**config.mk**
```make
export PLATFORM = sky130hd
export DESIGN_NAME = mat_reader
export DESIGN_NICKNAME = d
export VERILOG_FILES = /design/src/rtl/mat_reader_pkg.sv /design/src/rtl/mat_elem_sel.sv /design/src/rtl/mat_reader.sv
export SDC_FILE = /design/constraint.sdc
export NUM_CORES = 1
export LEC_CHECK = 0
export ABC_CLOCK_PERIOD_IN_PS = 7600
export BUFFER_PORTS_ARGS = -buffer_cell sky130_fd_sc_hd__clkbuf_2
export CORE_MARGIN = 8
export CORE_UTILIZATION = 55
export CTS_CLUSTER_DIAMETER = 80
export DETAILED_ROUTE_END_ITERATION = 12
export PLACE_DENSITY = 0.91
export SKIP_LAST_GASP = 1
export SLEW_MARGIN = 20
export SYNTH_ARGS = -nofsm -noshare
export SYNTH_HDL_FRONTEND = slang
export SYNTH_SLANG_ARGS = --single-unit
```
**constraint.sdc**
```tcl
create_clock -name clk -period 7.6 [get_ports clk]
set_clock_uncertainty 0.1 [all_clocks]
set_input_delay 0 -clock clk [delete_from_list [all_inputs] [get_ports clk]]
set_output_delay 0 -clock clk [all_outputs]
set_load 0.005 [all_outputs]
```
**src/rtl/mat_reader_pkg.sv**
```systemverilog
// Shared constants and FSM encoding for the matrix streaming reader.
package mat_reader_pkg;

    localparam int N        = 5;
    localparam int W        = 8;
    localparam int MAT_BITS = N * N * W;
    localparam int IDX_W    = 3;

    typedef enum logic [1:0] {
        ST_IDLE = 2'd0,
        ST_SEND = 2'd1,
        ST_DONE = 2'd2
    } state_t;

endpackage

```
**src/rtl/mat_elem_sel.sv**
```systemverilog
// Picks one signed element out of a row-major packed matrix; element (0,0) sits in the top bits.
module mat_elem_sel #(
    parameter int N = mat_reader_pkg::N,
    parameter int W = mat_reader_pkg::W
) (
    input  logic [N*N*W-1:0]                 mat,
    input  logic [mat_reader_pkg::IDX_W-1:0] row,
    input  logic [mat_reader_pkg::IDX_W-1:0] col,
    output logic signed [W-1:0]              elem
);

    int idx;

    always_comb begin
        idx  = int'(row) * N + int'(col);
        elem = mat[(N*N-1-idx)*W +: W];
    end

endmodule

```
**src/rtl/mat_reader.sv**
```systemverilog
// Captures a packed NxN matrix on start and streams it element by element over a valid/ready port.
module mat_reader #(
    parameter int N = mat_reader_pkg::N,
    parameter int W = mat_reader_pkg::W
) (
    input  logic                             clk,
    input  logic                             rst,
    input  logic                             start,
    input  logic [N*N*W-1:0]                 m_in,
    input  logic                             ovf_in,
    output logic                             out_valid,
    input  logic                             out_ready,
    output logic signed [W-1:0]              out_data,
    output logic [mat_reader_pkg::IDX_W-1:0] out_row,
    output logic [mat_reader_pkg::IDX_W-1:0] out_col,
    output logic                             out_last,
    output logic                             ovf_out,
    output logic                             busy,
    output logic                             done
);
    import mat_reader_pkg::*;

    state_t           state, state_nxt;
    logic [N*N*W-1:0] shadow;
    logic [IDX_W-1:0] row, col;
    logic             capture, xfer, at_last;

    assign at_last   = (row == IDX_W'(N-1)) && (col == IDX_W'(N-1));
    assign out_valid = (state == ST_SEND);
    assign busy      = out_valid;
    assign done      = (state == ST_DONE);
    assign out_last  = out_valid & at_last;
    assign out_row   = row;
    assign out_col   = col;
    assign capture   = (state == ST_IDLE) & start;
    assign xfer      = out_valid & out_ready;

    always_ff @(posedge clk or posedge rst) begin
        if (rst) state <= ST_IDLE;
        else     state <= state_nxt;
    end

    always_comb begin
        state_nxt = state;
        case (state)
            ST_IDLE: if (start)           state_nxt = ST_SEND;
            ST_SEND: if (xfer && at_last) state_nxt = ST_DONE;
            ST_DONE:                      state_nxt = ST_IDLE;
            default:                      state_nxt = ST_IDLE;
        endcase
    end

    // Shadow copy is written only on capture, so upstream may change m_in freely mid-stream.
    always_ff @(posedge clk or posedge rst) begin
        if (rst) begin
            shadow  <= '0;
            ovf_out <= 1'b0;
            row     <= '0;
            col     <= '0;
        end else if (capture) begin
            shadow  <= m_in;
            ovf_out <= ovf_in;
            row     <= '0;
            col     <= '0;
        end else if (xfer) begin
            if (at_last) begin
                row <= '0;
                col <= '0;
            end else if (col == IDX_W'(N-1)) begin
                col <= '0;
                row <= row + 1'b1;
            end else begin
                col <= col + 1'b1;
            end
        end
    end

    mat_elem_sel #(.N(N), .W(W)) u_sel (
        .mat  (shadow),
        .row  (row),
        .col  (col),
        .elem (out_data)
    );

endmodule

```
# ---- Word level (Yosys, flattened, before mapping)
# Cells that the tools add are included.
dict set report word_totals {
  reg_bits 209
  inputBits 205
  output_inout_bits 19
  elab_cells 38
}
dict set report classes {
  add_sub_neg 4
  n_mul 1
  n_eq_ne 6
  shift 1
  muxes 11
  bitwise 3
  n_reduce_logical 7
}
# operator n
set op_table {}
lappend op_table {{indexed part select 200 x 32 -> 8 bit} 1}
lappend op_table {{adder 29 x 4 -> 29 bit} 1}
lappend op_table {{subtractor 6 x 29 -> 29 bit, first input constant} 1}
lappend op_table {{2-to-1 mux 3 bit} 8}
lappend op_table {{adder 3 x 1 -> 3 bit, second input constant} 2}
lappend op_table {{equality test 3 bit, second input constant} 2}
lappend op_table {{multiplier 3 x 3 -> 6 bit, second input constant} 1}
lappend op_table {{2-to-1 mux 2 bit} 2}
lappend op_table {{one-hot mux 2 bit (2 select lines)} 1}
lappend op_table {{AND reduction 2 bit} 2}
lappend op_table {{AND 1 bit} 3}
lappend op_table {{nonzero test 3 bit} 1}
lappend op_table {{equality test 2 x 1 -> 1 bit, second input constant} 1}
lappend op_table {{equality test 2 bit, second input constant} 1}
lappend op_table {{logical AND 1 bit} 2}
lappend op_table {{logical NOT 2 bit} 1}
lappend op_table {{inequality test 2 x 1 -> 1 bit, second input constant} 1}
lappend op_table {{inequality test 2 bit, second input constant} 1}
lappend op_table {{nonzero test 2 bit} 1}

# ---- Longest topological paths before layout
# Gate-level depths: netlist (run 1).
dict set report depth {
  ltp_word 5
  mapped_depth 12
  mapped_depth_nobuf 10
}

# ---- Hierarchy
# Synthesis (run 1) repeated with hierarchy kept, for this count alone.
dict set report unflattened {
  cells_unflattened 1075
  area_unflattened_um2 10119.7
}
# module instances cells_per_inst area_each_um2 seq_area_each_um2
set modules_own_cells {}
lappend modules_own_cells {mat_reader 1 901 8107.8 5230.0}
lappend modules_own_cells {mat_elem_sel 1 174 2011.9 0.0}

# ---- Worst setup path after synthesis (run 1)
# Ideal clock, no wire load.
dict set report synth_path {
  path_kind {register to output}
  startpoint {register row[0], in the netlist out_row[0]}
  endpoint {output out_data[2]}
  arrival_ps 2855
  t_required_ps 7500
  setup_slack_ps 4645
  path_stages_with_launch 13
  path_buffers 2
  path_cell_list {dfrtp_1 -> ha_1 -> inv_1 -> ha_1 -> inv_1 -> fa_1 -> buf_4 -> nand2b_1 -> clkbuf_1 -> o22ai_1 -> nor4_2 -> a21oi_1 -> a2111oi_0}
}
dict set report synth_between {
  elab_chain_cells 4
}
# element line_no
set synth_lines {}
lappend synth_lines {{start, declared} mat_reader.sv:25} ;# logic [IDX_W-1:0] row, col;
lappend synth_lines {{start signal, assigned} mat_reader.sv:71} ;# row <= row + 1'b1;
lappend synth_lines {{multiplier 3 x 3 -> 6 bit} mat_elem_sel.sv:15} ;# idx = int'(row) * N + int'(col);
lappend synth_lines {{adder 29 x 4 -> 29 bit} mat_elem_sel.sv:15}
lappend synth_lines {{subtractor 6 x 29 -> 29 bit} mat_elem_sel.sv:16} ;# elem = mat[(N*N-1-idx)*W +: W];
lappend synth_lines {{indexed part select 200 x 32 -> 8 bit} mat_elem_sel.sv:16}
lappend synth_lines {{end, declared} mat_reader.sv:13} ;# output logic signed [W-1:0] out_data,
# Every way passes these cells.

# ---- Final worst setup path (run 1)
dict set report layout_path {
  startpoint {register row[2], in the netlist out_row[2]}
  endpoint {output out_data[7]}
}
# Same word-level chain as after synthesis.

==> results of run 1 <==
==> state kept, by name, summed over array words and instances, names as in the netlist <==
register and count:
out_row 3, out_col 3, shadow 200, state 2, ovf_out 1
==> cells in the mapped netlist (all sizes together), types with 2 or more instances <==
master   number
a2111oi       9
a211oi       12
a21oi        15
a221oi        2
a41oi         2
and2          5
and4          5
buf          36
clkbuf        9
dfrtp       209
ha           13
inv          13
mux2        221
mux2i         4
mux4         33
nand2        26
nand2b        3
nand3         4
nand4         2
nor2          6
nor2b        14
nor3          5
nor3b         2
nor4          6
o21ai         6
o22ai         9
xnor2         2
xor2          2
==> timing repair <==
item,4_1_cts,5_1_grt
buffers inserted,0,0
hold buffers,203,0
resized for setup,0,0
endpoints found under the hold margin,335,0
==> where the power goes <==
group / leakage [µW] / internal, µW / total (µW) / switching, µW
logic: 0.00350 / 1990 / 4160 / 2170
clock network: 0.000371 / 693 / 1150 / 455
registers: 0.00266 / 1680 / 2060 / 373
total: 0.00653 / 4370 / 7370 / 3000
==> layout make-up <==
cell class | count | share of cell area
inverters | 13 | 0.00402
repair buffers | 433 | 0.229
flip-flops and latches | 209 | 0.374
diodes | 6 | 0.00107
multi-input cells | 416 | 0.317
clock inverters | 7 | 0.00832
well taps | 229 | 0.0205
clock buffers | 31 | 0.0461
==> how the worst max path moves through the flow <==
stage                                 from                     end  depth (start not counted)
finish              out_row[2]$_DFFE_PP0P_             out_data[7]                         11
global route        out_row[2]$_DFFE_PP0P_             out_data[7]                         11
CTS                 out_row[2]$_DFFE_PP0P_             out_data[7]                         11
detailed placement  out_row[2]$_DFFE_PP0P_             out_data[7]                         11
global placement    out_row[2]$_DFFE_PP0P_             out_data[7]                         11
floorplan                              rst  out_col[0]$_DFFE_PP0P_                          1
==> kinds of logic after synthesis <==
kind of cell,count (synthesis),share of synthesized area
flip-flops,209,0.524
adder cells (fa/ha/maj),14,0.0183
multiplexers,258,0.332
AND/OR/NAND/NOR,81,0.0459
buffers and inverters,58,0.0336
AO/OA/AOI/OAI,59,0.0406
XOR/XNOR,4,0.00502
==> critical path: cells and delay by family, from the launching register on <==
kind            cells  cell delay, ns
fa+ha+maj           3            1.11
compound gates      2            0.92
simple gates        2            0.73
buf+inv             4            0.68
flops               1            0.44
==> routing by layer <==
metal / vias up / global-route usage / share of wire
li1: 3374 / - / -
met1: 3893 / 0.331 / 0.37
met2: 338 / 0.518 / 0.53
met3: 89 / 0.0550 / 0.063
met4: 0 / 0.119 / 0.040
met5: - / 0 / 0
==> per-stage QoR <==
step	setup WS, ns	instances	total power (µW)	hold WS [ns]
2_1_floorplan	1.79	683	4910	0.0516
3_3_place_gp	3.81	1097	5870	0.132
3_5_place_dp	3.75	1097	6020	0.135
4_1_cts	3.21	1338	7270	0.147
5_1_grt	3.00	1344	7760	0.171
6_report	3.12	1344	7370	0.150
==> metrics.txt, run 1 <==
Critical Path End Type=output port; number of instances in the synthesized netlist=683; average vias per placed instance=5.72; hold violation total from the final report=0; post-route core utilization=0.782; total leakage power=0.00653 µW; kind of critical path=reg2out; library cells used by synthesis=51; VDD IR max=0.000447 V; post-synth design cell area=9970 µm²; wire length of the first global-routing pass=49600 µm; First DRT Iteration DRCs=429; PD cells=527 nW/µm²; FF-to-FF End=shadow[132]$_DFFE_PP0P_; TritonCTS clock tree=yes; beginning of the worst register-to-register path=state[1]$_DFFE_PP0P_; placed inst area=11200 µm²; worst-path maximum fanout=27; final cycle utilization of the critical path=0.590; Clk Latency, worst-skew pair=0.51 ns; number of sinks handled by clock tree synthesis=209; x dimension of the die=151 µm; post-route standard cell area excluding fillers=14000 µm²; CTS clk-pin slew, worst paths=0.06 ns; ports placed on the boundary=224; max frequency=223 MHz; net total in the final layout=1315; synthesized area divided by synthesized cell count=14.6 µm²; commonest register cell after synthesis=dfrtp_1; placement row count=49; commonest cells after routing, fill and taps aside=clkbuf_2, mux2_2, dfrtp_1; area of combinational cells with multiple inputs=4440 µm²; largest stage delay on the critical path=0.79 ns; startpoint class of the critical path=flip-flop; number of global-route vias before repair=8633; count of cells along the worst register-to-register path=4; Longest Clk Path Bufs=3; number of setup violations in the final report=0; share of flip-flops with an asynchronous set or reset after synthesis=1.00; via count of the routed design=7694; DRC viols=0; setup repair after global routing missed its margin=no; Arr. time, crit path=4.38 ns; Total Wirelength=32500 µm; filler instances=977; clock period minus worst slack=4.48 ns; pin count of the biggest net entering global routing=128; Antenna Violating Nets Remaining=0; Clk Tree Root Cell=clkbuf_16; MaxCap Viol Count=0; Die Y-Extent=151 µm; Total Routing Usage GR=0.288; most common cell after layout, fill and taps aside=clkbuf_2; Yosys warning count=0; overflow left after global routing=0; antenna violations before repair=6; final weighted congestion in routability-driven placement=0.837; total area of sequential cells=5230 µm²; total CTS buffers=23; portion of the post-synthesis area used by sequential elements=0.524; slowest cell on the critical path=a2111oi_0; Initial DRT Pass Iterations=5; share of layout cells above drive strength 1=0.468; Final Max Slew Viols=0; Hold/Removal Path Class=in2async; fraction of synthesized cell area taken by the top area cell type=0.524; EDFF count, synth=0; chain of cells forming the critical path=ha_1 > inv_1 > ha_1 > inv_1 > fa_1 > buf_4 > nand2b_1 > nor3_2 > a21oi_1 > a2111oi_0 > clkbuf_2; Clock H-tree levels=1; critical path data required time=7.50 ns; status=complete, no violations; cell taking the most area after synthesis=dfrtp_1; flops & latches, synth=209; Syn Nets=902; total half-perimeter wirelength after legalization and detailed placement=18700 µm; average detailed-routed wire length per instance=24.2 µm; post-synthesis to final-layout area growth=40.3%; largest cells by area after synthesis=dfrtp_1, mux2_2, mux4_2; Total Die Area=22700 µm²; Core Region=17900 µm²; Setup TNS Final=0 ns; worst relative slew slack=0.248; quantity of I/O buffers inserted on ports=223; internal reg-to-reg setup slack=4.90 ns; initial cell density of the core=0.557; slew of the pin with the lowest slew margin=1.13 ns
Note: power is estimated with default switching activity, not from simulation.
==> run 2, diff against run 1 <==
Settings changed: ABC_AREA set to 1, ABC_CLOCK_PERIOD_IN_PS 7600 to 4400.
Clock period 7.6 ns to 4.4 ns, I/O delays scaled along.
==> metrics.txt, run 2 <==
Critical Path End Type=output port; Total Routing Usage GR=0.345; worst relative slew slack=0.320; startpoint class of the critical path=flip-flop; initial cell density of the core=0.562; Metal-1 WL=14000 µm; First DRT Iteration DRCs=1618; via count of the routed design=11.6k; post-synthesis adder-cell area fraction=0.0180; average vias per placed instance=5.87; post-route standard cell area excluding fillers=14000 µm²; Final Max Slew Viols=0; synthesized area divided by synthesized cell count=7.48 µm²; Arr. time, crit path=3.81 ns; largest reg by FF count=shadow; kind of critical path=reg2out; commonest register cell after synthesis=dfrtp_1; final std cells w/o fill=1974; pin count of the biggest net entering global routing=244; Synth Area in XOR/XNOR=0.00443; quantity of I/O buffers inserted on ports=223; dpl cells=1738; Clk Latency, worst-skew pair=0.51 ns; setup repair after global routing missed its margin=no; max frequency=256 MHz; Hold/Removal Path Class=in2reg; Hold-fix buffers, CTS=203; x dimension of the die=152 µm; compound-cell area share of the yosys netlist=0.0935; Clk Tree Root Cell=clkbuf_16; share of layout cells above drive strength 1=0.156; wire length of the first global-routing pass=63000 µm; most common cell after layout, fill and taps aside=nand2_1; flip-flop count of the largest register, all copies and words added=200; DRC viols=0; net total in the final layout=1957; TritonCTS clock tree=yes; Total Die Area=23100 µm²; Longest Clk Path Bufs=3; critical path data required time=4.30 ns; Antenna Violating Nets Remaining=0; slew of the pin with the lowest slew margin=1.02 ns; number of diodes added for antenna fixing=0; post-synthesis to final-layout area growth=37.9%; highest routing layer actually used=met5; flops & latches, synth=209; portion of the post-synthesis area used by sequential elements=0.514; hold violation total from the final report=0; number of setup violations in the final report=0; commonest cells after routing, fill and taps aside=nand2_1, clkbuf_2, dfrtp_1; largest family of logic cells by synthesized area=simple AND/OR/NAND/NOR gates; Post-CTS Resized=0; number of sinks handled by clock tree synthesis=209; total CTS buffers=22; total area of sequential cells=5230 µm²; largest cells by area after synthesis=dfrtp_1, nand2_1, o21ai_0; final cycle utilization of the critical path=0.888; fraction of synthesized cell area taken by the top area cell type=0.514; internal reg-to-reg setup slack=1.47 ns; Core Region=18100 µm²; library cells used by synthesis=25; Setup TNS Final=0 ns; post-synth design cell area=10200 µm²; MaxCap Viol Count=0; routed length on met3=4600 µm; final weighted congestion in routability-driven placement=0.874; WL met2=19100 µm; count of buffers added by post-CTS timing repair for setup=0; CTS clk-pin slew, worst paths=0.06 ns; number of global-route vias before repair=11.5k; placement row count=49; Synth Area in Simple Gates=0.300; Die Y-Extent=152 µm; ports placed on the boundary=224; average detailed-routed wire length per instance=20.7 µm; cell taking the most area after synthesis=dfrtp_1; Initial DRT Pass Iterations=10; most frequently used cell type in the post-synthesis netlist=nand2_1; share of flip-flops with an asynchronous set or reset after synthesis=1.00; worst-path maximum fanout=25; antenna violations before repair=2; Clock H-tree levels=1; Total Wirelength=40800 µm; Yosys warning count=0; multiplexer share of the synthesized area=0; total half-perimeter wirelength after legalization and detailed placement=20600 µm; clock period minus worst slack=3.91 ns; Synth top cells by count=nand2_1, dfrtp_1, o21ai_0, nand3_1, inv_1; filler instances=1085; area of combinational cells with multiple inputs=4250 µm²; placed inst area=11300 µm²; EDFF count, synth=0; overflow left after global routing=0; status=complete, no violations; Syn Nets=1579; number of instances in the synthesized netlist=1360
run 2: cell types whose count changed after synthesis, sizes merged, moves of 14 or more:
cell	previous run	this run
nand2	26	612
mux2	221	0
o21ai	6	127
nand3	4	94
inv	13	93
nor2	6	65
a21oi	15	52
mux4	33	0
clkbuf	9	40
nor2b	14	0
run 2: worst paths after layout:
check                      cells past startpoint                       to               startpoint
max                                           14              out_data[7]   out_row[2]$_DFFE_PP0P_
min                                            4  shadow[178]$_DFFE_PP0P_                m_in[178]
max reg2reg                                    6  shadow[164]$_DFFE_PP0P_     state[0]$_DFFE_PP0P_
min reg2reg                                    2  shadow[139]$_DFFE_PP0P_  shadow[139]$_DFFE_PP0P_
max in group asynchronous                      6   shadow[35]$_DFFE_PP0P_                      rst
min in group asynchronous                      4   shadow[51]$_DFFE_PP0P_                      rst
run 2: area by class of cell:
cell class / count / share of cell area
clock inverters: 3 / 0.00303
multi-input cells: 977 / 0.303
well taps: 229 / 0.0204
flip-flops and latches: 209 / 0.373
inverters: 93 / 0.0260
clock buffers: 28 / 0.0438
repair buffers: 435 / 0.231
run 2: stage by stage:
stage / hold slack, ns / setup WS [ns] / utilization
global route: 0.118 / 0.311 / 0.776
global placement: 0.0971 / 1.34 / 0.625
CTS: 0.124 / 0.654 / 0.774
finish: 0.115 / 0.495 / 0.776
floorplan: 0.00962 / 1.59 / -
detailed placement: 0.0981 / 1.20 / 0.625
run 2: cell families after synthesis:
| kind of cell | count (synthesis) |
|---|---|
| fa+ha+maj | 14 |
| buf+inv | 174 |
| flops | 209 |
| compound gates | 186 |
| simple gates | 774 |
| xor+xnor | 3 |
run 2: routing by layer:
| layer | vias to the layer above | global-route usage |
|---|---|---|
| li1 | 4997 | - |
| met1 | 5296 | 0.396 |
| met2 | 1001 | 0.564 |
| met3 | 287 | 0.100 |
| met4 | 4 | 0.212 |
| met5 | - | 0 |
run 2: worst max-delay path: stages, from the launching register on:
cell,delay [ns]
dfrtp_1,0.46
ha_1,0.32
inv_1,0.04
ha_1,0.28
inv_1,0.06
fa_1,0.57
inv_2,0.22
nor2_1,0.35
nand2_1,0.18
nor2_4,0.25
a21oi_1,0.10
nand2_1,0.08
nand2_1,0.06
nor2_1,0.10
clkbuf_2,0.21
Power of run 2 is left out: the tool's default activity adds up to more than one toggle a clock period on the data nets, which glitch-free logic cannot reach.
